**src/rtl/uart_rx_mon_pkg.sv**
```systemverilog
// Shared types for the UART receive-side frame monitor.
// Contents:
//   rx_state_t       receiver FSM states
//   rx_frame_t       one received frame with its classification flags
//   expected_parity  parity bit a correct transmitter would have sent
package uart_rx_mon_pkg;

    // Widest legal frame; narrower instances zero-extend into this.
    localparam int MAX_DATA_WIDTH = 9;

    typedef enum logic [2:0] {
        IDLE,
        START,
        DATA,
        PARITY,
        STOP,
        WAIT_HIGH
    } rx_state_t;

    // 'break' is a keyword, hence brk.
    typedef struct packed {
        logic [MAX_DATA_WIDTH-1:0] data;
        logic                      parity_err;
        logic                      frame_err;
        logic                      brk;
    } rx_frame_t;

    // Unused upper data bits must be zero so they do not disturb the XOR.
    function automatic logic expected_parity(input logic [MAX_DATA_WIDTH-1:0] data,
                                             input logic                      odd);
        return (^data) ^ odd;
    endfunction

endpackage

```
**src/rtl/uart_rx_frame_fifo.sv**
```systemverilog
// Synchronous FIFO of received frames.
// Ports:
//   clk, rst          clock and asynchronous active-high reset
//   push, push_frame  write request and the frame to store
//   pop               remove the head entry
//   head              current head entry (meaningful only when !empty)
//   full, empty       occupancy flags
// A push while full is accepted only when a pop happens in the same cycle.
module uart_rx_frame_fifo
    import uart_rx_mon_pkg::*;
#(
    parameter int DEPTH = 4
) (
    input  logic      clk,
    input  logic      rst,
    input  logic      push,
    input  rx_frame_t push_frame,
    input  logic      pop,
    output rx_frame_t head,
    output logic      full,
    output logic      empty
);

    localparam int AW = $clog2(DEPTH);

    rx_frame_t      mem [DEPTH];
    logic [AW-1:0]  wr_ptr;
    logic [AW-1:0]  rd_ptr;
    logic [AW:0]    count;
    logic           do_push;
    logic           do_pop;

    assign empty   = (count == '0);
    assign full    = (count == (AW+1)'(DEPTH));
    assign do_pop  = pop && !empty;
    assign do_push = push && (!full || do_pop);
    assign head    = mem[rd_ptr];

    // DEPTH is a power of two, so the pointers wrap on their own.
    always_ff @(posedge clk or posedge rst) begin
        if (rst) begin
            wr_ptr <= '0;
            rd_ptr <= '0;
            count  <= '0;
        end else begin
            if (do_push) begin
                wr_ptr <= wr_ptr + 1'b1;
            end
            if (do_pop) begin
                rd_ptr <= rd_ptr + 1'b1;
            end
            case ({do_push, do_pop})
                2'b10:   count <= count + 1'b1;
                2'b01:   count <= count - 1'b1;
                default: count <= count;
            endcase
        end
    end

    always_ff @(posedge clk) begin
        if (do_push) begin
            mem[wr_ptr] <= push_frame;
        end
    end

endmodule

```
**src/rtl/uart_rx_frame_monitor.sv**
```systemverilog
// UART receive monitor: oversamples rx, rebuilds frames, classifies them
// (parity / framing / break) and queues them behind a valid/ready port.
// Ports:
//   pclk, areset       system clock, asynchronous active-high reset
//   sample_tick        one-cycle pulse at OVERSAMPLE x baud
//   rx                 serial line, idle high, asynchronous to pclk
//   out_valid/ready    head-of-queue handshake
//   out_data           received data bits, LSB first on the line
//   out_parity_err     parity mismatch
//   out_frame_err      a stop bit was sampled low
//   out_break          line low through data, parity and first stop bit
//   overrun_cnt        frames dropped on a full queue, saturating
//   busy               receiver is not idle
module uart_rx_frame_monitor
    import uart_rx_mon_pkg::*;
#(
    parameter int DATA_WIDTH = 8,
    parameter int OVERSAMPLE = 16,
    parameter int PARITY_EN  = 1,
    parameter int PARITY_ODD = 0,
    parameter int STOP_BITS  = 1,
    parameter int FIFO_DEPTH = 4
) (
    input  logic                  pclk,
    input  logic                  areset,
    input  logic                  sample_tick,
    input  logic                  rx,
    output logic                  out_valid,
    input  logic                  out_ready,
    output logic [DATA_WIDTH-1:0] out_data,
    output logic                  out_parity_err,
    output logic                  out_frame_err,
    output logic                  out_break,
    output logic [15:0]           overrun_cnt,
    output logic                  busy
);

    localparam int   HALF       = OVERSAMPLE / 2;
    localparam int   CW         = $clog2(OVERSAMPLE);
    localparam int   BW         = $clog2(DATA_WIDTH);
    localparam logic HAS_PARITY = (PARITY_EN != 0);
    localparam logic PAR_ODD    = (PARITY_ODD != 0);

    logic                  rx_meta;
    logic                  rx_sync;
    logic                  rx_prev;
    rx_state_t             state;
    rx_state_t             state_next;
    logic [CW-1:0]         cnt;
    logic [BW-1:0]         bit_idx;
    logic [DATA_WIDTH-1:0] shreg;
    logic                  par_bit;
    logic                  stop_idx;
    logic                  stop_low;
    logic                  half_done;
    logic                  bit_done;
    logic                  last_stop;
    logic                  is_break;
    logic                  cnt_clr;
    logic                  shift_en;
    logic                  par_en;
    logic                  stop_en;
    logic                  frame_done;
    logic                  push_req;
    logic                  pop;
    logic                  fifo_full;
    logic                  fifo_empty;
    rx_frame_t             frame_now;
    rx_frame_t             push_frame;
    rx_frame_t             head;
    logic                  unused_head;

    // Preset to 1 so reset never looks like a falling edge on the line.
    always_ff @(posedge pclk or posedge areset) begin
        if (areset) begin
            rx_meta <= 1'b1;
            rx_sync <= 1'b1;
            rx_prev <= 1'b1;
        end else begin
            rx_meta <= rx;
            rx_sync <= rx_meta;
            rx_prev <= rx_sync;
        end
    end

    assign half_done = sample_tick && (cnt == CW'(HALF - 1));
    assign bit_done  = sample_tick && (cnt == CW'(OVERSAMPLE - 1));
    assign last_stop = (STOP_BITS == 2) ? stop_idx : 1'b1;

    // Break is judged on the first stop sample: everything so far was low.
    assign is_break  = !stop_idx && (shreg == '0) && !(HAS_PARITY && par_bit) && !rx_sync;

    always_comb begin
        frame_now            = '0;
        frame_now.data       = MAX_DATA_WIDTH'(shreg);
        frame_now.parity_err = HAS_PARITY &&
                               (par_bit != expected_parity(MAX_DATA_WIDTH'(shreg), PAR_ODD));
        frame_now.frame_err  = stop_low || !rx_sync;
        frame_now.brk        = is_break;
    end

    always_ff @(posedge pclk or posedge areset) begin
        if (areset) begin
            state <= IDLE;
        end else begin
            state <= state_next;
        end
    end

    always_comb begin
        state_next = state;
        cnt_clr    = 1'b0;
        shift_en   = 1'b0;
        par_en     = 1'b0;
        stop_en    = 1'b0;
        frame_done = 1'b0;
        case (state)
            IDLE: begin
                if (rx_prev && !rx_sync) begin
                    cnt_clr    = 1'b1;
                    state_next = START;
                end
            end
            START: begin
                if (half_done) begin
                    cnt_clr    = 1'b1;
                    state_next = rx_sync ? IDLE : DATA;
                end
            end
            DATA: begin
                if (bit_done) begin
                    shift_en = 1'b1;
                    if (bit_idx == BW'(DATA_WIDTH - 1)) begin
                        state_next = HAS_PARITY ? PARITY : STOP;
                    end
                end
            end
            PARITY: begin
                if (bit_done) begin
                    par_en     = 1'b1;
                    state_next = STOP;
                end
            end
            STOP: begin
                if (bit_done) begin
                    stop_en = 1'b1;
                    if (is_break) begin
                        frame_done = 1'b1;
                        state_next = WAIT_HIGH;
                    end else if (last_stop) begin
                        frame_done = 1'b1;
                        state_next = IDLE;
                    end
                end
            end
            WAIT_HIGH: begin
                // Stay here during a break so its low level is not a new start.
                if (rx_sync) begin
                    state_next = IDLE;
                end
            end
            default: state_next = IDLE;
        endcase
    end

    // From START onwards the counter runs modulo OVERSAMPLE, so each later
    // sample lands in the middle of its bit.
    always_ff @(posedge pclk or posedge areset) begin
        if (areset) begin
            cnt        <= '0;
            bit_idx    <= '0;
            shreg      <= '0;
            par_bit    <= 1'b0;
            stop_idx   <= 1'b0;
            stop_low   <= 1'b0;
            push_req   <= 1'b0;
            push_frame <= '0;
        end else begin
            if (cnt_clr) begin
                cnt <= '0;
            end else if (sample_tick) begin
                cnt <= (cnt == CW'(OVERSAMPLE - 1)) ? '0 : cnt + 1'b1;
            end

            if (state != DATA) begin
                bit_idx <= '0;
            end else if (shift_en) begin
                bit_idx <= bit_idx + 1'b1;
            end

            if (shift_en) begin
                shreg <= {rx_sync, shreg[DATA_WIDTH-1:1]};
            end

            if (par_en) begin
                par_bit <= rx_sync;
            end

            if (state != STOP) begin
                stop_idx <= 1'b0;
            end else if (stop_en) begin
                stop_idx <= ~stop_idx;
            end

            if (state == START) begin
                stop_low <= 1'b0;
            end else if (stop_en && !rx_sync) begin
                stop_low <= 1'b1;
            end

            push_req <= frame_done;
            if (frame_done) begin
                push_frame <= frame_now;
            end
        end
    end

    // A full queue still takes the frame if the head leaves in the same cycle.
    always_ff @(posedge pclk or posedge areset) begin
        if (areset) begin
            overrun_cnt <= '0;
        end else if (push_req && fifo_full && !pop && (overrun_cnt != 16'hFFFF)) begin
            overrun_cnt <= overrun_cnt + 16'd1;
        end
    end

    uart_rx_frame_fifo #(
        .DEPTH(FIFO_DEPTH)
    ) u_fifo (
        .clk       (pclk),
        .rst       (areset),
        .push      (push_req),
        .push_frame(push_frame),
        .pop       (pop),
        .head      (head),
        .full      (fifo_full),
        .empty     (fifo_empty)
    );

    // Outputs are forced to zero when nothing is queued.
    assign out_valid      = !fifo_empty;
    assign pop            = out_valid && out_ready;
    assign out_data       = out_valid ? head.data[DATA_WIDTH-1:0] : '0;
    assign out_parity_err = out_valid && head.parity_err;
    assign out_frame_err  = out_valid && head.frame_err;
    assign out_break      = out_valid && head.brk;
    assign busy           = (state != IDLE);
    assign unused_head    = ^head.data;

endmodule

```
**config.mk**
```make
export PLATFORM = sky130hd
export DESIGN_NAME = uart_rx_frame_monitor
export DESIGN_NICKNAME = d
export VERILOG_FILES = /design/src/rtl/uart_rx_mon_pkg.sv /design/src/rtl/uart_rx_frame_fifo.sv /design/src/rtl/uart_rx_frame_monitor.sv
export SDC_FILE = /design/constraint.sdc
export NUM_CORES = 1
export LEC_CHECK = 0
export CELL_PAD_IN_SITES_DETAIL_PLACEMENT = 1
export CELL_PAD_IN_SITES_GLOBAL_PLACEMENT = 1
export CORE_ASPECT_RATIO = 1.75
export CORE_MARGIN = 1
export CORE_UTILIZATION = 51
export CTS_BUF_LIST = sky130_fd_sc_hd__clkbuf_16
export DETAILED_ROUTE_END_ITERATION = 7
export PLACE_DENSITY_LB_ADDON = 0.15
export SYNTH_ARGS = -nofsm -noshare
export SYNTH_HDL_FRONTEND = slang
export SYNTH_SLANG_ARGS = --single-unit
export TNS_END_PERCENT = 20
```
**constraint.sdc**
```tcl
create_clock -name pclk -period 4.8 [get_ports pclk]
set_input_delay 0.48 -clock pclk [delete_from_list [all_inputs] [get_ports pclk]]
set_output_delay 0.48 -clock pclk [all_outputs]
set_load 0.01 [all_outputs]
```
==> run metrics, run 1 <==
pin count of the biggest net entering global routing 60; post-CTS setup buffer count 0; core area 8671 um2; drt initial violations 142; drt pass-1 iters 4; RSZ-0062 raised after global routing no; leading cell type in the layout, fill and taps excluded dfrtp_1; Comb power frac 19.4%; Tcrit/Tclk final 60.97%; port bufs 33; TritonCTS clock tree done; crit path max fanout 13; Max Root-Sink Buffers 2; switching pwr 0.5897 mW; Netlist Area Pre-Place 4561 um2; Synth Area in Adders 4.005%; Finished Core Util 60.61%; H-tree depth 3; clk_lat worst skew 0.35 ns; EDFF count, synth 44; Slowest-stage cell, CP dfrtp_1; routed len/inst 16.93 um; Area Overhead vs Synth 15.23%; Clk pin slew, worst setup/hold paths 0.07 ns; most frequent cells in the layout 56 x dfrtp_1, 44 x edfxtp_1, 42 x nand2_1, 33 x clkdlybuf4s50_1, 28 x inv_1; Synth warnings 0; worst setup margin 1.874 ns; first-pass GRT wire length 14.81 mm; die width 73.49 um; Post-layout nets 412; Routed Antenna Nets 0; P_leak 2.183 nW; VDD IR max 0.2630 mV; non-filler cells, final 515; multi-input logic area 1614 um2; I/O pin count 34; Hold-fix buffers, CTS 0; register area share after synthesis 61.43%; Syn Nets 379; initial antenna violation count 0; DR vias/cell 5.507; FMAX 341.7 MHz; outcome completed; Synth Area in Simple Gates 13.77%; sequence of cells on the critical path mux4_2 > and2_1 > clkdlybuf4s50_1; Register Area 2801 um2; Row Count 45; Top delay family on crit path flip-flops; flop2flop setup slack 2.40 ns; Mapped Cells 360; share of synthesized registers carrying an async set or reset 57.28%; largest family of logic cells by synthesized area simple AND/OR/NAND/NOR gates; complex-gate fraction of the synthesized area 5.953%; clock skew 0.01093 ns; Synth Area in XOR/XNOR 4.609%; cts repair resizes 0; CTS Buf Count 9; Synth Flop Type dfrtp_1; final instance area 5255 um2; P_int 1.547 mW; Hold Slack 0.3573 ns; mux share of post-synthesis cell area 7.051%; drt drc 0; Avg Inst Size Synth 12.67 um2; number of clock sinks 103; CP Launch Type register; Setup WS pre-CTS 1.889 ns; share of cells above drive strength 1 11.31%; Routed WL 8.721 mm; Clock power frac 30.3%; Critical Path Sink Type output port; All-Layer GR Usage 21.46%; worst-margin pin slew 0.7715 ns; Critical Path AT 2.45 ns; Die Ht 127.1 um; Die ar. 9340 um2; Seq pwr share 50.3%; initial core utilization 52.60%; Min-Delay Path Class register to register; post-synth cell types 48; Post-DP Area 4994 um2; fillcell total 910; Max Slew Vio Count 0; CP Data Required Time 4.32 ns; number of global-route vias before repair 2984; total power 2.137 mW; # placed instances 499; # setup viols final 0; root buf cell clkbuf_16; GPL Wtd Cong 0.8390; Max-Cap Viols 0; Final Hold Viols 0; Yosys reg bits 103; Power Dens Cells 406.7 nW/um2; GRT overflow 0; minimum clock period 2.926 ns; Sw Ratio 27.59%; worst rel slew slack 48.57%; ANT cells 0; CP bufs+invs 1; via count 2836; Setup CP Type register to output port; slowest stage delay, CP 0.84 ns; post-detail-place hpwl 6.300 mm; Total Neg Setup Slack 0 ns
[synthesized netlist by cell type, drive strengths merged (9+ instances only)]
| cell type | instances | area (um2) |
|---|---|---|
| and2 | 13 | 82.58 |
| and3 | 9 | 63.81 |
| dfrtp | 56 | 1401 |
| edfxtp | 44 | 1321 |
| ha | 13 | 162.7 |
| inv | 25 | 93.84 |
| mux4 | 11 | 247.7 |
| nand2 | 42 | 157.7 |
| nand3 | 9 | 45.04 |
| nand4 | 9 | 56.30 |
| nor2 | 15 | 56.30 |
| o21ai | 22 | 110.1 |
| xnor2 | 14 | 122.6 |
| xor2 | 10 | 87.58 |
[power by group through the flow]
stage | registers [mW] | logic, mW | clock network [mW]
floorplan | 1.04 | 0.329 | 0
global placement | 1.09 | 0.403 | 0
detailed placement | 1.09 | 0.422 | 0
CTS | 1.08 | 0.424 | 0.661
global route | 1.09 | 0.467 | 0.693
finish | 1.07 | 0.415 | 0.648
[state kept, by name, summed over array words and instances (netlist names), 2 cells and up]
signal,count
u_fifo.count,3
shreg,8
overrun_cnt,16
push_frame,11
u_fifo.wr_ptr,2
cnt,4
bit_idx,3
u_fifo.rd_ptr,2
u_fifo.mem,44
state,3
[metal layers]
layer	part of all wire (%)	track usage [%]	up-vias
li1	-	-	1348
met1	40	24.70	1439
met2	55	37.94	37
met3	2.2	3.312	12
met4	2.2	10.41	0
met5	0	0	-
[final timing paths]
check                            startpoint         endpoint  depth (start not counted)
min reg2reg                         rx_meta          rx_sync                          0
min in group asynchronous            areset   overrun_cnt[2]                          3
max reg2reg                 u_fifo.count[0]  u_fifo.count[2]                          9
max in group asynchronous            areset    push_frame[9]                          3
min                                 rx_meta          rx_sync                          0
max                        u_fifo.rd_ptr[0]      out_data[1]                          3
[area by class of cell]
| cell class | instances | share of cell area [%] |
|---|---|---|
| multi-input combinational | 220 | 30.71 |
| inverter | 25 | 1.786 |
| timing repair buffer | 34 | 6.429 |
| sequential | 103 | 53.31 |
| clock inverter | 7 | 0.6905 |
| clock buffer | 9 | 4.286 |
| tap | 117 | 2.786 |
[cells by family after synthesis]
group	count (synthesis)
multiplexers	18
AND/OR/NAND/NOR	119
flip-flops	103
XOR/XNOR	24
AO/OA/AOI/OAI	45
adder cells (fa/ha/maj)	14
buffers and inverters	37
No activity file was read; power rests on OpenSTA's default activity.
==> run 2, diff against run 1 <==
--- a/config.mk
+++ b/config.mk
@@ -9,7 +9,7 @@
 export CELL_PAD_IN_SITES_GLOBAL_PLACEMENT = 1
 export CORE_ASPECT_RATIO = 1.75
 export CORE_MARGIN = 1
-export CORE_UTILIZATION = 51
+export CORE_UTILIZATION = 43
 export CTS_BUF_LIST = sky130_fd_sc_hd__clkbuf_16
 export DETAILED_ROUTE_END_ITERATION = 7
 export PLACE_DENSITY_LB_ADDON = 0.15
==> constraint.sdc (replaced) <==
create_clock -name pclk -period 2.4 [get_ports pclk]
set_input_delay 0.24 -clock pclk [delete_from_list [all_inputs] [get_ports pclk]]
set_output_delay 0.24 -clock pclk [all_outputs]
set_load 0.01 [all_outputs]
==> run metrics, run 2 (synthesis results as in run 1) <==
outcome completed; Total Neg Setup Slack 0 ns (unchanged); first-pass GRT wire length 15.33 mm (+3.5%); Setup WS pre-CTS 0.04174 ns (-1.847 ns); # setup viols final 0 (unchanged); routed len/inst 16.52 um (-2.5%); Final Hold Viols 0 (unchanged); worst-margin pin slew 0.5506 ns (-0.2209 ns); Finished Core Util 52.30% (-8.3 points); crit path max fanout 12 (-1); drt drc 0 (unchanged); All-Layer GR Usage 18.13% (-3.3 points); clk_lat worst skew 0.35 ns (about the same); Critical Path Sink Type output port; Row Count 49 (+8.9%); drt pass-1 iters 4 (unchanged); FMAX 431.8 MHz; Area Overhead vs Synth 18.11%; worst setup margin 0.08395 ns (-1.790 ns); Setup CP Type register to output port; share of cells above drive strength 1 14.71% (+3.4 points); slowest stage delay, CP 0.48 ns (-0.36 ns); CTS Buf Count 9 (unchanged); sequence of cells on the critical path or3_2 > buf_4 > and2_1 > clkdlybuf4s50_1; top flop regs u_fifo.mem x44, overrun_cnt x16, push_frame x11; Max Slew Vio Count 0 (unchanged); ANT cells 0 (unchanged); number of global-route vias before repair 3089 (+3.5%); VDD IR max 0.6845 mV (+160%); GRT overflow 0 (unchanged); die width 79.85 um (+8.7%); Die ar. 11040 um2 (+18%); H-tree depth 3 (unchanged); Tcrit/Tclk final 96.50%; leading cell type in the layout, fill and taps excluded dfrtp_1; Routed WL 8.837 mm (+1.3%); Routed Antenna Nets 0 (unchanged); via count 2833 (-0.11%); root buf cell clkbuf_16; P_leak 2.233 nW (+2.3%); I/O pin count 34 (unchanged); Die Ht 138.2 um (+8.8%); Slowest-stage cell, CP or3_2; most frequent cells in the layout 55 x dfrtp_1, 44 x edfxtp_1, 42 x nand2_1, 33 x clkdlybuf4s50_1, 24 x inv_1; post-CTS setup buffer count 0 (unchanged); Max-Cap Viols 0 (unchanged); Min-Delay Path Class primary input to async pin; GPL Wtd Cong 0.8081 (-3.7%); non-filler cells, final 535 (+3.9%); post-detail-place hpwl 6.348 mm (+0.77%); CP Data Required Time 2.16 ns (-2.16 ns); number of clock sinks 103 (unchanged); Critical Path AT 2.08 ns (-0.37 ns); initial core utilization 44.28% (-8.3 points); RSZ-0062 raised after global routing no; Power Dens Cells 829.6 nW/um2 (+100%); CP Launch Type register; port bufs 33 (unchanged); minimum clock period 2.316 ns; Biggest register u_fifo.mem; Post-layout nets 422 (+2.4%); pin count of the biggest net entering global routing 37 (-38%); drt initial violations 108 (-24%); # placed instances 519 (+4.0%); max FFs per register 44 (unchanged); core area 10300 um2 (+19%); TritonCTS clock tree done; Hold-fix buffers, CTS 0 (unchanged); Hold Slack 0.2600 ns (-0.09724 ns); initial antenna violation count 0 (unchanged); clock skew 0.009904 ns (-0.001021 ns); Max Root-Sink Buffers 2 (unchanged); DR vias/cell 5.295 (-3.8%); worst rel slew slack 63.24% (+15 points); Clk pin slew, worst setup/hold paths 0.07 ns (about the same); cts repair resizes 0 (unchanged)
## run 2: cell count changes in the layout (fill, tap and decap cells not counted), sizes merged
cell / delta
inv: -1
clkinv: +1
buf: +10
## run 2: critical path, delay by kind of cell (launching register included)
family | cells | cell delay, ns
AND/OR/NAND/NOR | 2 | 0.62
buffers and inverters | 2 | 0.66
flip-flops | 1 | 0.44
## run 2: path summary, 6_finish.rpt
check                                start               to  slack (ns)  depth (start not counted)
max                        u_fifo.count[0]      out_data[5]        0.08                          4
min                                 areset  u_fifo.count[1]        0.26                          2
max reg2reg                u_fifo.count[0]  u_fifo.count[2]        0.23                          9
min reg2reg                        rx_meta          rx_sync        0.36                          0
max in group asynchronous           areset          rx_prev        1.49                          3
min in group pclk                       rx          rx_meta        0.30                          1
## run 2: area by class of cell
| class | instances | area, um2 |
|---|---|---|
| clock buffers | 9 | 225.2 |
| clock inverters | 7 | 62.56 |
| fillers | 1081 | 4913 |
| inverters | 25 | 93.84 |
| multi-input cells | 220 | 1614 |
| flip-flops and latches | 103 | 2803 |
| well taps | 127 | 158.9 |
| repair buffers | 44 | 429.2 |
## run 2: per-stage QoR
step	total power [mW]	cell area, um2
floorplan	2.727	4561
global placement	3.063	5094
detailed placement	3.105	5094
CTS	4.526	5381
global route	4.724	5386
finish	4.469	5386
## run 2: power breakdown
part	internal (mW)	switching (mW)
registers	1.94	0.111
clock network	0.726	0.686
logic	0.520	0.482
total	3.19	1.28
## run 2: routing by layer
layer	part of all wire, %	vias up	track usage [%]
li1	-	1369	-
met2	54	35	31.58
met3	2.4	13	4.224
met4	2.0	0	6.767
met1	42	1416	21.25
met5	0	-	0
